## config.mk

```make
export PLATFORM = sky130hd
export DESIGN_NAME = async_sample_sink_flat
export DESIGN_NICKNAME = d
export VERILOG_FILES = /design/src/rtl/async_sample_sink_pkg.sv /design/src/rtl/async_sample_sink_if.sv /design/src/rtl/async_sample_sink_fifo.sv /design/src/rtl/async_sample_sink.sv /design/src/flat_wrapper.sv
export SDC_FILE = /design/constraint.sdc
export NUM_CORES = 1
export LEC_CHECK = 0
export BUFFER_PORTS_ARGS = -buffer_cell sky130_fd_sc_hd__buf_2
export CORE_MARGIN = 5
export CORE_UTILIZATION = 50
export DETAILED_ROUTE_END_ITERATION = 6
export HOLD_SLACK_MARGIN = 0.06
export PLACE_DENSITY = 0.82
export SETUP_SLACK_MARGIN = 0.15
export SLEW_MARGIN = 30
export SYNTH_ARGS = -nofsm -noshare
export SYNTH_HDL_FRONTEND = slang
export SYNTH_SLANG_ARGS = --single-unit
```

## constraint.sdc

```tcl
create_clock -name clk -period 2.3 [get_ports clk]
set_input_delay 0.345 -clock clk [delete_from_list [all_inputs] [get_ports clk]]
set_output_delay 0.345 -clock clk [all_outputs]
set_load 0.01 [all_outputs]
```

## src/rtl/async_sample_sink_pkg.sv

```systemverilog
// async_sink_pkg
// Shared types and constants for the async_sample_sink slice.
//   sink_state_t : handshake FSM states (IDLE waits for a request,
//                  ACK_HI holds the acknowledge until the request drops)
//   XFER_CNT_W   : width of the completed-capture counter
package async_sink_pkg;

  localparam int XFER_CNT_W = 16;

  typedef enum logic [0:0] {
    IDLE   = 1'b0,
    ACK_HI = 1'b1
  } sink_state_t;

endpackage

```

## src/rtl/async_sample_sink_if.sv

```systemverilog
// async_sample_sink_if
// Bundles the two handshakes that cross the sink boundary.
//   Ring side (4-phase bundled data):
//     req_in  - request from the self-timed ring, asynchronous to clk
//     data_in - bundled data word, stable while req_in is high
//     ack_out - registered acknowledge back to the ring
//   Stream side (valid/ready):
//     out_valid - a buffered word is available
//     out_ready - downstream takes out_data this cycle
//     out_data  - head word of the buffer
// Modports:
//   master - the environment (ring producer plus downstream consumer)
//   slave  - the sink itself
interface async_sample_sink_if #(
  parameter int WIDTH = 25
) ();

  logic             req_in;
  logic [WIDTH-1:0] data_in;
  logic             ack_out;
  logic             out_valid;
  logic             out_ready;
  logic [WIDTH-1:0] out_data;

  modport master (
    output req_in,
    output data_in,
    output out_ready,
    input  ack_out,
    input  out_valid,
    input  out_data
  );

  modport slave (
    input  req_in,
    input  data_in,
    input  out_ready,
    output ack_out,
    output out_valid,
    output out_data
  );

endinterface

```

## src/rtl/async_sample_sink_fifo.sv

```systemverilog
// sink_fifo
// Small synchronous FIFO that buffers captured ring words.
// Ports:
//   clk, rst_n - clock and asynchronous active-low reset (empties the FIFO)
//   push       - write push_data (ignored while full)
//   push_data  - word to write
//   pop        - drop the head word (ignored while empty)
//   full       - no free entry; evaluated before any same-cycle pop
//   empty      - no stored word
//   head       - oldest stored word, read straight from the storage flops
// DEPTH must be a power of two >= 2.
module sink_fifo #(
  parameter int WIDTH = 25,
  parameter int DEPTH = 4
) (
  input  logic             clk,
  input  logic             rst_n,
  input  logic             push,
  input  logic [WIDTH-1:0] push_data,
  input  logic             pop,
  output logic             full,
  output logic             empty,
  output logic [WIDTH-1:0] head
);

  localparam int AW = $clog2(DEPTH);

  // One extra pointer bit separates "full" from "empty" when the
  // index bits are equal; the pointers wrap naturally.
  logic [AW:0]      wr_ptr_q, wr_ptr_d;
  logic [AW:0]      rd_ptr_q, rd_ptr_d;
  logic [WIDTH-1:0] mem_q [DEPTH];
  logic [WIDTH-1:0] mem_d [DEPTH];
  logic             push_en;
  logic             pop_en;

  assign empty = (wr_ptr_q == rd_ptr_q);
  assign full  = (wr_ptr_q[AW] != rd_ptr_q[AW]) &&
                 (wr_ptr_q[AW-1:0] == rd_ptr_q[AW-1:0]);

  assign push_en = push && !full;
  assign pop_en  = pop && !empty;

  assign head = mem_q[rd_ptr_q[AW-1:0]];

  always_comb begin
    mem_d    = mem_q;
    wr_ptr_d = wr_ptr_q;
    rd_ptr_d = rd_ptr_q;
    if (push_en) begin
      mem_d[wr_ptr_q[AW-1:0]] = push_data;
      wr_ptr_d = wr_ptr_q + (AW+1)'(1);
    end
    if (pop_en) begin
      rd_ptr_d = rd_ptr_q + (AW+1)'(1);
    end
  end

  always_ff @(posedge clk or negedge rst_n) begin
    if (!rst_n) begin
      wr_ptr_q <= '0;
      rd_ptr_q <= '0;
      for (int i = 0; i < DEPTH; i++) begin
        mem_q[i] <= '0;
      end
    end else begin
      wr_ptr_q <= wr_ptr_d;
      rd_ptr_q <= rd_ptr_d;
      for (int i = 0; i < DEPTH; i++) begin
        mem_q[i] <= mem_d[i];
      end
    end
  end

endmodule

```

## src/rtl/async_sample_sink.sv

```systemverilog
// async_sample_sink
// Clocked consumer downstream of the self-timed adder ring. Synchronises
// the ring's 4-phase request, captures one data word per handshake into
// a FIFO, streams the words out on valid/ready and shows the low bits of
// the latest capture on the board display.
// Ports:
//   clk, rst_n   - only clock; asynchronous active-low reset
//   bus (slave)  - ring handshake (req_in/data_in/ack_out) and output
//                  stream (out_valid/out_ready/out_data)
//   display_pins - data_in[DISPLAY_WIDTH-1:0] of the most recent capture
//   xfer_count   - completed captures, wraps silently at 2^16
module async_sample_sink
  import async_sink_pkg::*;
#(
  parameter int WIDTH         = 25,
  parameter int DISPLAY_WIDTH = 8,
  parameter int DEPTH         = 4,
  parameter int SYNC_STAGES   = 2
) (
  input  logic                     clk,
  input  logic                     rst_n,
  async_sample_sink_if.slave       bus,
  output logic [DISPLAY_WIDTH-1:0] display_pins,
  output logic [XFER_CNT_W-1:0]    xfer_count
);

  logic [SYNC_STAGES-1:0]   sync_q, sync_d;
  logic                     req_s;
  sink_state_t              state_q, state_d;
  logic                     ack_q, ack_d;
  logic [DISPLAY_WIDTH-1:0] display_q, display_d;
  logic [XFER_CNT_W-1:0]    xfer_count_q, xfer_count_d;
  logic                     fifo_push;
  logic                     fifo_full;
  logic                     fifo_empty;
  logic [WIDTH-1:0]         fifo_head;

  // Request synchroniser chain. Only req_in crosses through it; data_in
  // is bundled and is already stable by the time req_s is seen high.
  for (genvar i = 0; i < SYNC_STAGES; i++) begin : g_sync
    if (i == 0) begin : g_first
      assign sync_d[i] = bus.req_in;
    end else begin : g_next
      assign sync_d[i] = sync_q[i-1];
    end
  end

  assign req_s = sync_q[SYNC_STAGES-1];

  // A full FIFO keeps the FSM in IDLE with ack low, which stalls the
  // ring instead of dropping a word. The capture, display update, count
  // increment and ack rise all land on the same edge.
  always_comb begin
    state_d      = state_q;
    ack_d        = ack_q;
    display_d    = display_q;
    xfer_count_d = xfer_count_q;
    fifo_push    = 1'b0;
    case (state_q)
      IDLE: begin
        if (req_s && !fifo_full) begin
          fifo_push    = 1'b1;
          display_d    = bus.data_in[DISPLAY_WIDTH-1:0];
          xfer_count_d = xfer_count_q + XFER_CNT_W'(1);
          ack_d        = 1'b1;
          state_d      = ACK_HI;
        end
      end
      ACK_HI: begin
        if (!req_s) begin
          ack_d   = 1'b0;
          state_d = IDLE;
        end
      end
      default: begin
        ack_d   = 1'b0;
        state_d = IDLE;
      end
    endcase
  end

  always_ff @(posedge clk or negedge rst_n) begin
    if (!rst_n) begin
      sync_q       <= '0;
      state_q      <= IDLE;
      ack_q        <= 1'b0;
      display_q    <= '0;
      xfer_count_q <= '0;
    end else begin
      sync_q       <= sync_d;
      state_q      <= state_d;
      ack_q        <= ack_d;
      display_q    <= display_d;
      xfer_count_q <= xfer_count_d;
    end
  end

  sink_fifo #(
    .WIDTH (WIDTH),
    .DEPTH (DEPTH)
  ) u_fifo (
    .clk       (clk),
    .rst_n     (rst_n),
    .push      (fifo_push),
    .push_data (bus.data_in),
    .pop       (bus.out_ready),
    .full      (fifo_full),
    .empty     (fifo_empty),
    .head      (fifo_head)
  );

  assign bus.ack_out   = ack_q;
  assign bus.out_valid = !fifo_empty;
  assign bus.out_data  = fifo_head;
  assign display_pins  = display_q;
  assign xfer_count    = xfer_count_q;

endmodule

```

## src/flat_wrapper.sv

```systemverilog
// flat-port wrapper written by rule: the top's interface ports become plain ports
module async_sample_sink_flat import async_sink_pkg::*;
#(
  parameter int WIDTH         = 25,
  parameter int DISPLAY_WIDTH = 8,
  parameter int DEPTH         = 4,
  parameter int SYNC_STAGES   = 2
)
  (clk, rst_n, display_pins, xfer_count, bus_req_in, bus_data_in, bus_out_ready, bus_ack_out, bus_out_valid, bus_out_data);
  async_sample_sink_if #(.WIDTH(WIDTH)) bus_i ();
  input  logic clk;
  input  logic rst_n;
  output logic [DISPLAY_WIDTH-1:0] display_pins;
  output logic [XFER_CNT_W-1:0] xfer_count;
  input wire logic [$bits(bus_i.req_in)-1:0] bus_req_in;
  input wire logic [$bits(bus_i.data_in)-1:0] bus_data_in;
  input wire logic [$bits(bus_i.out_ready)-1:0] bus_out_ready;
  output wire logic [$bits(bus_i.ack_out)-1:0] bus_ack_out;
  output wire logic [$bits(bus_i.out_valid)-1:0] bus_out_valid;
  output wire logic [$bits(bus_i.out_data)-1:0] bus_out_data;
  assign bus_i.req_in = bus_req_in;
  assign bus_i.data_in = bus_data_in;
  assign bus_i.out_ready = bus_out_ready;
  assign bus_ack_out = bus_i.ack_out;
  assign bus_out_valid = bus_i.out_valid;
  assign bus_out_data = bus_i.out_data;
  async_sample_sink #(.WIDTH(WIDTH), .DISPLAY_WIDTH(DISPLAY_WIDTH), .DEPTH(DEPTH), .SYNC_STAGES(SYNC_STAGES)) u_core (.clk(clk), .rst_n(rst_n), .bus(bus_i), .display_pins(display_pins), .xfer_count(xfer_count));
endmodule
```

==> results of run 1 <==
==> layer usage <==
layer	vias to the layer above	GRT usage	share of wire
met3	13	0.0585	0.050
met2	84	0.282	0.49
met5	-	0	0
li1	1496	-	-
met4	0	0.0630	0.015
met1	1810	0.233	0.45
==> cells by family after synthesis <==
kind of cell    share of synthesized area
mux                                 0.333
flops                               0.550
simple gates                       0.0366
xor+xnor                           0.0341
buf+inv                            0.0251
compound gates                    0.00883
fa+ha+maj                          0.0123
==> report_power, final <==
part	internal [W]	switching (W)
registers	0.00347	0.000656
logic	0.00263	0.00186
clock network	0.00163	0.000907
==> layout by cell type, fill, tap and decap left out, types with 7 or more instances in the layout <==
master / n
mux2_1: 13
xor2_1: 12
xnor2_1: 8
mux2_2: 37
clkbuf_16: 17
buf_2: 78
mux4_2: 25
nand2_1: 7
dfrtp_1: 133
mux2_4: 60
==> sequential cells by signal (all words and copies together) (netlist names) <==
signal,flops
u_core.sync_q,2
u_core.state_q,1
u_core.u_fifo.rd_ptr_q,3
u_core.bus.ack_out,1
u_core.xfer_count,16
u_core.display_pins,8
u_core.u_fifo.mem_q,100
u_core.u_fifo.wr_ptr_q,3
==> timing repair <==
action | 4_1_cts | 5_1_grt
endpoints found under the hold margin | 52 | 0
resized for setup | 3 | 0
hold buffers | 2 | 0
setup endpoints to repair | 19 | 23
pin swaps | 0 | 0
==> cells in the mapped netlist (all sizes together) <==
| cell | number | area share |
|---|---|---|
| buf | 15 | 0.021 |
| nor4b | 1 | 0.0025 |
| nand3 | 2 | 0.0016 |
| a31oi | 1 | 0.0035 |
| and3 | 3 | 0.0031 |
| nor4 | 3 | 0.0031 |
| clkbuf | 2 | 0.0012 |
| nand2 | 11 | 0.011 |
| nor3 | 3 | 0.0025 |
| nand3b | 2 | 0.0025 |
| nor2 | 2 | 0.0012 |
| o21ai | 3 | 0.0025 |
| mux4 | 25 | 0.092 |
| dfrtp | 134 | 0.55 |
| a21boi | 1 | 0.0012 |
| and4b | 1 | 0.0016 |
| nand4 | 5 | 0.0051 |
| xor2 | 12 | 0.017 |
| and4 | 1 | 0.0014 |
| a311o | 1 | 0.0016 |
| inv | 4 | 0.0025 |
| mux2 | 110 | 0.24 |
| ha | 6 | 0.012 |
| nand2b | 1 | 0.0010 |
| xnor2 | 10 | 0.017 |
==> path summary, 6_finish.rpt <==
check / to / slack [ns] / depth (start not counted)
worst max register to register: u_core.u_fifo.mem_q[7] / 0.29 / 5
max in group asynchronous: u_core.u_fifo.mem_q[52] / 1.13 / 3
worst max-delay path: bus_out_data[4] / 0.19 / 3
worst min register to register: u_core.sync_q[1] / 0.36 / 0
min in group asynchronous: u_core.u_fifo.mem_q[92] / 0.45 / 2
worst min-delay path: u_core.u_fifo.mem_q[12] / 0.21 / 2
==> stage by stage <==
stage               power [W]  area, sq um   util
finish                 0.0112         7220  0.603
global placement      0.00846         6630  0.555
global route           0.0118         7220  0.603
detailed placement    0.00865         6630  0.555
floorplan             0.00731         6090      -
CTS                    0.0113         7220  0.603
==> final cells by class <==
| cell class | count | share of cell area |
|---|---|---|
| sequential | 134 | 0.465 |
| multi-input combinational | 204 | 0.358 |
| timing repair buffer | 90 | 0.0730 |
| clock buffer | 25 | 0.0659 |
| tap | 147 | 0.0255 |
| clock inverter | 5 | 0.0104 |
| inverter | 4 | 0.00208 |
==> metrics.txt, run 1 <==
status finished, final reports clean; DR iter-0 viols about 220; CP endpoint kind output pin; Seq/Total Area, Yosys 0.550; Setup Skew 0.00554 ns; wire per inst 19.7 microns; CP startpoint kind flip-flop; Post-Syn Nets 394; Hold Path Origin bus_data_in[12]; Slowest cell on crit path mux4_2; Top Ports 80; MaxCap Viol Count 0; first-pass GRT wire length 19900 microns; HP Class primary input to flip-flop; die area approximately 14000 sq um; clock sink total roughly 130; Die H ~120 microns; Syn Area/Cell about 17 sq um; RSZ-0062 raised after global routing true; Skew-Pair Late Insertion Delay between 0.4 and 0.5 ns; Final Max Tran Viols 0; Hold Slack roughly 0.21 ns; Max Freq approximately 470 MHz; critical path class flip-flop to output pin; grt ovf 0; router iterations before antenna repair 4; CTS tree done; Site Rows 40; chip width roughly 120 microns; layout cells sized above 1 0.526; Post-route DRC 0; filler instances just under 900; Final Setup Violations 0; Buf/Inv on CP 2; via count roughly 3400; Register Area roughly 3400 sq um; Crit Path Max Fanout 19; Area Growth Syn to Fin 18.5%; CTS buffer count 17; RR Startpoint u_core.u_fifo.wr_ptr_q[1]; worst-path cell chain buf_12 -> mux4_2 -> buf_2; period utilization 0.919; critical path launch point u_core.u_fifo.rd_ptr_q[0]; Total Routing Usage GR 0.178; port bufs between 70 and 80; DP Wirelength roughly 7900 microns; number of global-route vias before repair between 3000 and 4000; crit-path leading delay family multiplexers; Nets about 490; vias per cell about 5.6; worst slack at placement ~0.31 ns; CP required approximately 2.0 ns; Cell Area, Synth just over 6000 sq um; min Tclk post-route ~2.1 ns; Post-Route WL 12000 microns; slew margin rel. 0.637; Worst Tran Pin Value between 0.5 and 0.6 ns; Antenna diodes 0; Placed Cells between 500 and 600; leakage power roughly 3.5 nW; crit path DAT 1.77 ns; Synth Register Bits 134; setup_tns 0 ns; clk buf depth 2; post-route setup slack between 0.15 and 0.2 ns; largest net degree at the start of global routing 55; multi-input logic area approximately 2600 sq um; Initial Util 0.509; antenna-violating nets left 0; Root Driver clkbuf_16; H-tree depth 4; Pwr Density around 1500 nW/um^2; initial antenna violation count 0; setup bufs post-CTS 0; Synth Warn # 0; fin cells roughly 600; Synth cell types 32; Post-Syn Instances between 300 and 400; core area roughly 12000 sq um; clk slew on worst S/H paths 0.06 ns; Worst path max stage delay between 0.5 and 0.6 ns; Final Hold Vio Count 0; maximum vdd drop just under 600 uV; routability cong. between 0.7 and 0.8
Note: power is estimated with default switching activity, not from simulation.
==> run 2, diff against run 1 <==
Settings changed: CORE_UTILIZATION 50 to 55, CTS_CLUSTER_DIAMETER set to 40, PLACE_DENSITY 0.82 to 0.88.
Clock period 2.3 ns to 2.35 ns, I/O delays scaled along.
==> run 2 against run 1 <==
  * Total power down 2.3%
  * Clock power down 11%
  * Flip-flop and latch count unchanged
  * Setup slack worse by 0.066 ns
  * Count of clock-buffer cells in the layout down 3
  * Sequential share of layout area about the same
  * Non-clock buffer count up 1
  * Wire length up 6.0%
  * Critical endpoint unchanged
  * Highest routed layer unchanged
==> metrics.txt, run 2 (synthesis gave the netlist of run 1 again) <==
HP Class primary input to flip-flop; Crit Path Max Fanout 14 (-5); MaxCap Viol Count 0 (unchanged); status finished, final reports clean; met2 wire len 6520 microns (+11%); number of global-route vias before repair 3921 (+2.8%); die area 13300 sq um (-8.3%); Post-Route WL 12700 microns (+6.0%); Final Hold Vio Count 0 (unchanged); Root Driver clkbuf_8; Slowest cell on crit path mux4_2; Nets 487 (+0.21%); Worst Tran Pin Value 0.618 ns (+0.0739 ns); clk slew on worst S/H paths 0.06 ns (about the same); Final Setup Violations 0 (unchanged); DP Wirelength 7930 microns (+0.35%); filler instances 761 (-14%); CP endpoint kind output pin; critical path launch point u_core.u_fifo.rd_ptr_q[0]; H-tree depth 4 (unchanged); Final Max Tran Viols 0 (unchanged); Worst path max stage delay 0.53 ns (-0.02 ns); Internal 0.00736 W (-4.8%); setup_tns 0 ns (unchanged); Setup Skew 0.00611 ns (+0.000574 ns); slew margin rel. 0.588 (-0.0489); port bufs 79 (unchanged); worst slack at placement 0.337 ns (+0.0318 ns); first-pass GRT wire length 20900 microns (+4.7%); RR Startpoint u_core.u_fifo.rd_ptr_q[0]; Pwr Density 1510 nW/um^2 (-2.3%); core area 10800 sq um (-9.4%); most common cell after layout, fill and taps aside dfrtp_1; Buf/Inv on CP 2 (unchanged); vias per cell 5.67 (+1.5%); top routing layer in use met4; R2R cell count 5 (unchanged); wire per inst 21.1 microns (+6.7%); switching share of power 0.325 (+0.0178); post-route setup slack 0.120 ns (-0.0659 ns); largest net degree at the start of global routing 67 (+22%); router iterations before antenna repair 5 (+1); net switching power 0.00354 W (+3.3%); CTS buffer count 17 (unchanged); RSZ-0062 raised after global routing true; antenna-violating nets left 0 (unchanged); clk buf depth 2 (unchanged); Die H 115 microns (-4.3%); routed length on met1 5390 microns (+0.39%); critical path class flip-flop to output pin; crit path DAT 1.88 ns (+0.11 ns); Skew-Pair Late Insertion Delay 0.52 ns (+0.11 ns); maximum vdd drop 953 uV (+60%); Site Rows 38 (-5.0%); initial antenna violation count 0 (unchanged); Initial Util 0.562 (+0.0527); Placed Cells 568 (-1.6%); clock sink total 134 (unchanged); chip width 115 microns (-4.3%); via count 3431 (+0.82%); setup slack, reg-to-reg 0.23 ns (-0.06 ns); Worst path depth 3 (unchanged); max reg flops 100 (unchanged); Clk network pwr share 0.206 (-0.022); Total Routing Usage GR 0.208 (+0.0293); crit path to bus_out_data[4]; Register Area 3350 sq um (unchanged); fin cells 605 (-0.66%); multi-input logic area 2600 sq um (+0.63%); grt ovf 0 (unchanged); Area Growth Syn to Fin 18.5% (about the same); commonest cells after routing, fill and taps aside 133 x dfrtp_1, 78 x buf_2, 60 x mux2_4; Top reg by flops u_core.u_fifo.mem_q; min Tclk post-route 2.23 ns; met3 wire len 548 microns (-9.6%); period utilization 0.949; layout cells sized above 1 0.533 (+0.00736); Max Freq 449 MHz; CP startpoint kind flip-flop; routability cong. 0.748 (-0.82%); Post-route DRC 0 (unchanged); combinational share of power 0.416 (+0.014); CP required 2.00 ns (+0.04 ns); CTS tree done; crit-path leading delay family multiplexers; DR iter-0 viols 249 (+15%); worst-path cell chain buf_12 -> mux4_2 -> buf_2; Critical R2R Capture u_core.u_fifo.mem_q[97]; Antenna diodes 0 (unchanged); leakage power 3.48 nW (about the same); Top Ports 80 (unchanged); Flop pwr share 0.377 (+0.007)
## run 2: cell types whose count changed in the layout (fill, tap and decap cells not counted), sizes merged
cell	change
bufinv	-2
clkinv	+4
buf	+1
clkinvlp	+3
clkbuf	-3
## run 2: worst min path at each step
stage / startpoint / to / slack, ns / depth (start not counted)
2_1_floorplan: rst_n / u_core.bus.ack_out / 0.06 / 0
3_3_place_gp: u_core.sync_q[0] / u_core.sync_q[1] / 0.34 / 0
3_5_place_dp: u_core.sync_q[0] / u_core.sync_q[1] / 0.34 / 0
4_1_cts: bus_data_in[9] / u_core.u_fifo.mem_q[9] / 0.08 / 2
5_1_grt: bus_data_in[9] / u_core.u_fifo.mem_q[9] / 0.08 / 2
6_report: bus_data_in[9] / u_core.u_fifo.mem_q[9] / 0.10 / 2
## run 2: what timing repair did
item,4_1_cts,5_1_grt
pin swaps,0,0
resized for setup,5,2
buffers inserted,2,0
endpoints found under the hold margin,65,0
hold buffers,2,0
cloned,1,0
setup endpoints to repair,25,46
## run 2: power groups by stage
stage,sequential (W),clock (W),combinational (W)
global route,0.00422,0.00240,0.00484
global placement,0.00398,0,0.00425
CTS,0.00410,0.00229,0.00456
detailed placement,0.00407,0,0.00438
floorplan,0.00390,0,0.00326
finish,0.00411,0.00225,0.00454
## run 2: layout make-up
| class | instances | area share |
|---|---|---|
| flip-flops and latches | 134 | 0.465 |
| multi-input cells | 204 | 0.361 |
| repair buffers | 91 | 0.0790 |
| clock buffers | 22 | 0.0614 |
| well taps | 140 | 0.0243 |
| clock inverters | 10 | 0.00797 |
| inverters | 4 | 0.00208 |
## run 2: metal layers
| layer | global-route usage | vias to the layer above |
|---|---|---|
| li1 | - | 1505 |
| met1 | 0.266 | 1825 |
| met2 | 0.341 | 79 |
| met3 | 0.0500 | 22 |
| met4 | 0.0876 | 0 |
| met5 | 0 | - |
## run 2: metrics by stage
| stage | instance area [sq um] | hold WS [ns] | total power (W) | utilization |
|---|---|---|---|---|
| 6_report | 7220 | 0.103 | 0.0109 | 0.666 |
| 5_1_grt | 7220 | 0.0842 | 0.0115 | 0.666 |
| 4_1_cts | 7200 | 0.0775 | 0.0109 | 0.664 |
| 3_5_place_dp | 6620 | 0.340 | 0.00845 | 0.611 |
| 3_3_place_gp | 6620 | 0.341 | 0.00823 | 0.611 |
| 2_1_floorplan | 6090 | 0.0569 | 0.00716 | - |
## run 2: worst reg2reg max path, stage by stage, from the launching register on
cell	delay, ns
dfrtp_2	0.47
buf_4	0.18
xnor2_4	0.16
a31oi_4	0.37
nand2_4	0.39
mux2_4	0.42
==> run 3, diff against run 2 <==
Settings changed: SETUP_SLACK_MARGIN 0.15 to unset.
==> run 3 against run 2 <==
  * Worst hold slack lost 0.00066 ns
  * Wire length increased by 1.1%
  * Flip-flop and latch count unchanged
  * Sequential power is essentially flat
  * First-iteration DRC count decreased by 18%
  * Design area shrank 0.52%
  * Die area unchanged
  * Clock skew rose by 0.00068 ns
  * Count of clock-buffer cells in the layout unchanged
  * Clock power is essentially flat
  * Non-clock buffer count shrank 2
  * Critical path type unchanged
  * Highest routed layer unchanged
==> metrics.txt, run 3 (synthesis gave the netlist of run 1 again) <==
max reg flops 100 (unchanged); grt ovf 0 (unchanged); Skew-Pair Late Insertion Delay 0.52 ns (about the same); Post-route DRC 0 (unchanged); filler instances 764 (+0.39%); period utilization 0.959 (+0.0104); H-tree depth 4 (unchanged); crit-path leading delay family multiplexers; Top reg by flops u_core.u_fifo.mem_q; layout cells sized above 1 0.531 (-0.00202); crit path DAT 1.90 ns (+0.02 ns); die area 13300 sq um (unchanged); critical path launch point u_core.u_fifo.rd_ptr_q[0]; worst-path cell chain buf_12 -> mux4_2 -> buf_2; Setup Skew 0.00679 ns (+0.000678 ns); Final Hold Vio Count 0 (unchanged); Max Freq 444 MHz (-1.1%); vias per cell 5.68 (about the same); Hold Slack 0.102 ns (-0.000660 ns); CP startpoint kind flip-flop; Area Growth Syn to Fin 17.9%; Hold Path Origin bus_data_in[9]; largest net degree at the start of global routing 67 (unchanged); router iterations before antenna repair 4 (-1); CP endpoint kind output pin; antenna-violating nets left 0 (unchanged); Post-Route WL 12900 microns (+1.1%); Antenna diodes 0 (unchanged); Initial Util 0.562 (unchanged); Top Ports 80 (unchanged); min Tclk post-route 2.25 ns (+0.0244 ns); Worst Tran Pin Value 0.618 ns (+0.000735 ns); number of global-route vias before repair 3904 (-0.43%); Slowest cell on crit path mux4_2; Crit Path Max Fanout 14 (unchanged); setup_tns 0 ns (unchanged); Worst path max stage delay 0.55 ns (+0.02 ns); Total Routing Usage GR 0.205 (-0.00280); initial antenna violation count 0 (unchanged); CTS tree done; critical path class flip-flop to output pin; first-pass GRT wire length 20600 microns (-1.1%); status finished, final reports clean; Final Max Tran Viols 0 (unchanged); Pwr Density 1510 nW/um^2 (about the same); core area 10800 sq um (unchanged); wire per inst 21.4 microns (+1.5%); most common cell after layout, fill and taps aside dfrtp_1; Nets 485 (-0.41%); CTS buffer count 17 (unchanged); Final Setup Violations 0 (unchanged); Die H 115 microns (unchanged); setup bufs post-CTS 0 (-2); DP Wirelength 7930 microns (unchanged); via count 3423 (-0.23%); Buf/Inv on CP 2 (unchanged); RR Startpoint u_core.u_fifo.rd_ptr_q[2]; Root Driver clkbuf_8; routability cong. 0.748 (unchanged); leakage power 3.46 nW (-0.66%); commonest cells after routing, fill and taps aside 133 x dfrtp_1, 78 x buf_2, 60 x mux2_4; DR iter-0 viols 203 (-18%); maximum vdd drop 921 uV (-3.3%); RSZ-0062 raised after global routing false; CP required 2.00 ns (about the same); MaxCap Viol Count 0 (unchanged); clk buf depth 2 (unchanged); chip width 115 microns (unchanged); clk slew on worst S/H paths 0.06 ns (about the same); clock sink total 134 (unchanged); Site Rows 38 (unchanged); slew margin rel. 0.588 (about the same); port bufs 79 (unchanged); HP Class primary input to flip-flop
## run 3: cell count changes in the layout (fill, tap and decap cells not counted)
cell       previous run  this run
xnor2_4               1         0
nand2_2               0         1
buf_6                 2         1
nand2_4               4         3
buf_16                1         0
buf_4                 4         3
clkbuf_16            16        17
xnor2_2               1         2
## run 3: per-layer routing
metal / GRT usage / wire length [microns] / vias up
met1: 0.258 / 5400 / 1813
met5: 0 / 0 / -
li1: - / - / 1497
met2: 0.341 / 6600 / 89
met3: 0.0511 / 608 / 24
met4: 0.0845 / 270 / 0
## run 3: power by group
part | switching, W | internal, W | total, W
clock | 0.000948 | 0.00131 | 0.00226
combinational | 0.00186 | 0.00260 | 0.00446
sequential | 0.000725 | 0.00340 | 0.00412
total | 0.00353 | 0.00731 | 0.0108
## run 3: final cells by class
cell class,count,area (sq um),area share
Clock buffer,22,443,0.0617
Tap cell,140,175,0.0244
Multi-Input combinational cell,204,2590,0.360
Sequential cell,134,3350,0.467
Inverter,4,15.0,0.00209
Clock inverter,10,57.6,0.00802
Timing Repair Buffer,89,549,0.0765
## run 3: final timing paths
check	to	slack [ns]	depth (start not counted)
max	bus_out_data[1]	0.1	3
min	u_core.u_fifo.mem_q[9]	0.10	2
max reg2reg	u_core.u_fifo.mem_q[18]	0.30	5
min reg2reg	u_core.sync_q[1]	0.35	0
max in group asynchronous	u_core.u_fifo.mem_q[2]	1.32	3
min in group asynchronous	u_core.u_fifo.mem_q[91]	0.40	2
## run 3: repair_timing
item | CTS | global route
pin swaps | 0 | 0
endpoints found under the hold margin | 65 | 0
hold buffers | 2 | 0
setup endpoints to repair | 25 | 4
cloned | 0 | 1
gates resized for setup | 3 | 0
## run 3: through the flow
| stage | instance area [sq um] | utilization | power [W] | setup slack (ns) | std cells |
|---|---|---|---|---|---|
| 3_3_place_gp | 6620 | 0.611 | 0.00823 | 0.370 | 568 |
| 4_1_cts | 7160 | 0.660 | 0.0108 | 0.0478 | 602 |
| 2_1_floorplan | 6090 | - | 0.00716 | 0.599 | 359 |
| 6_report | 7180 | 0.662 | 0.0108 | 0.0960 | 603 |
| 3_5_place_dp | 6620 | 0.611 | 0.00845 | 0.337 | 568 |
| 5_1_grt | 7180 | 0.662 | 0.0114 | 0.0242 | 603 |
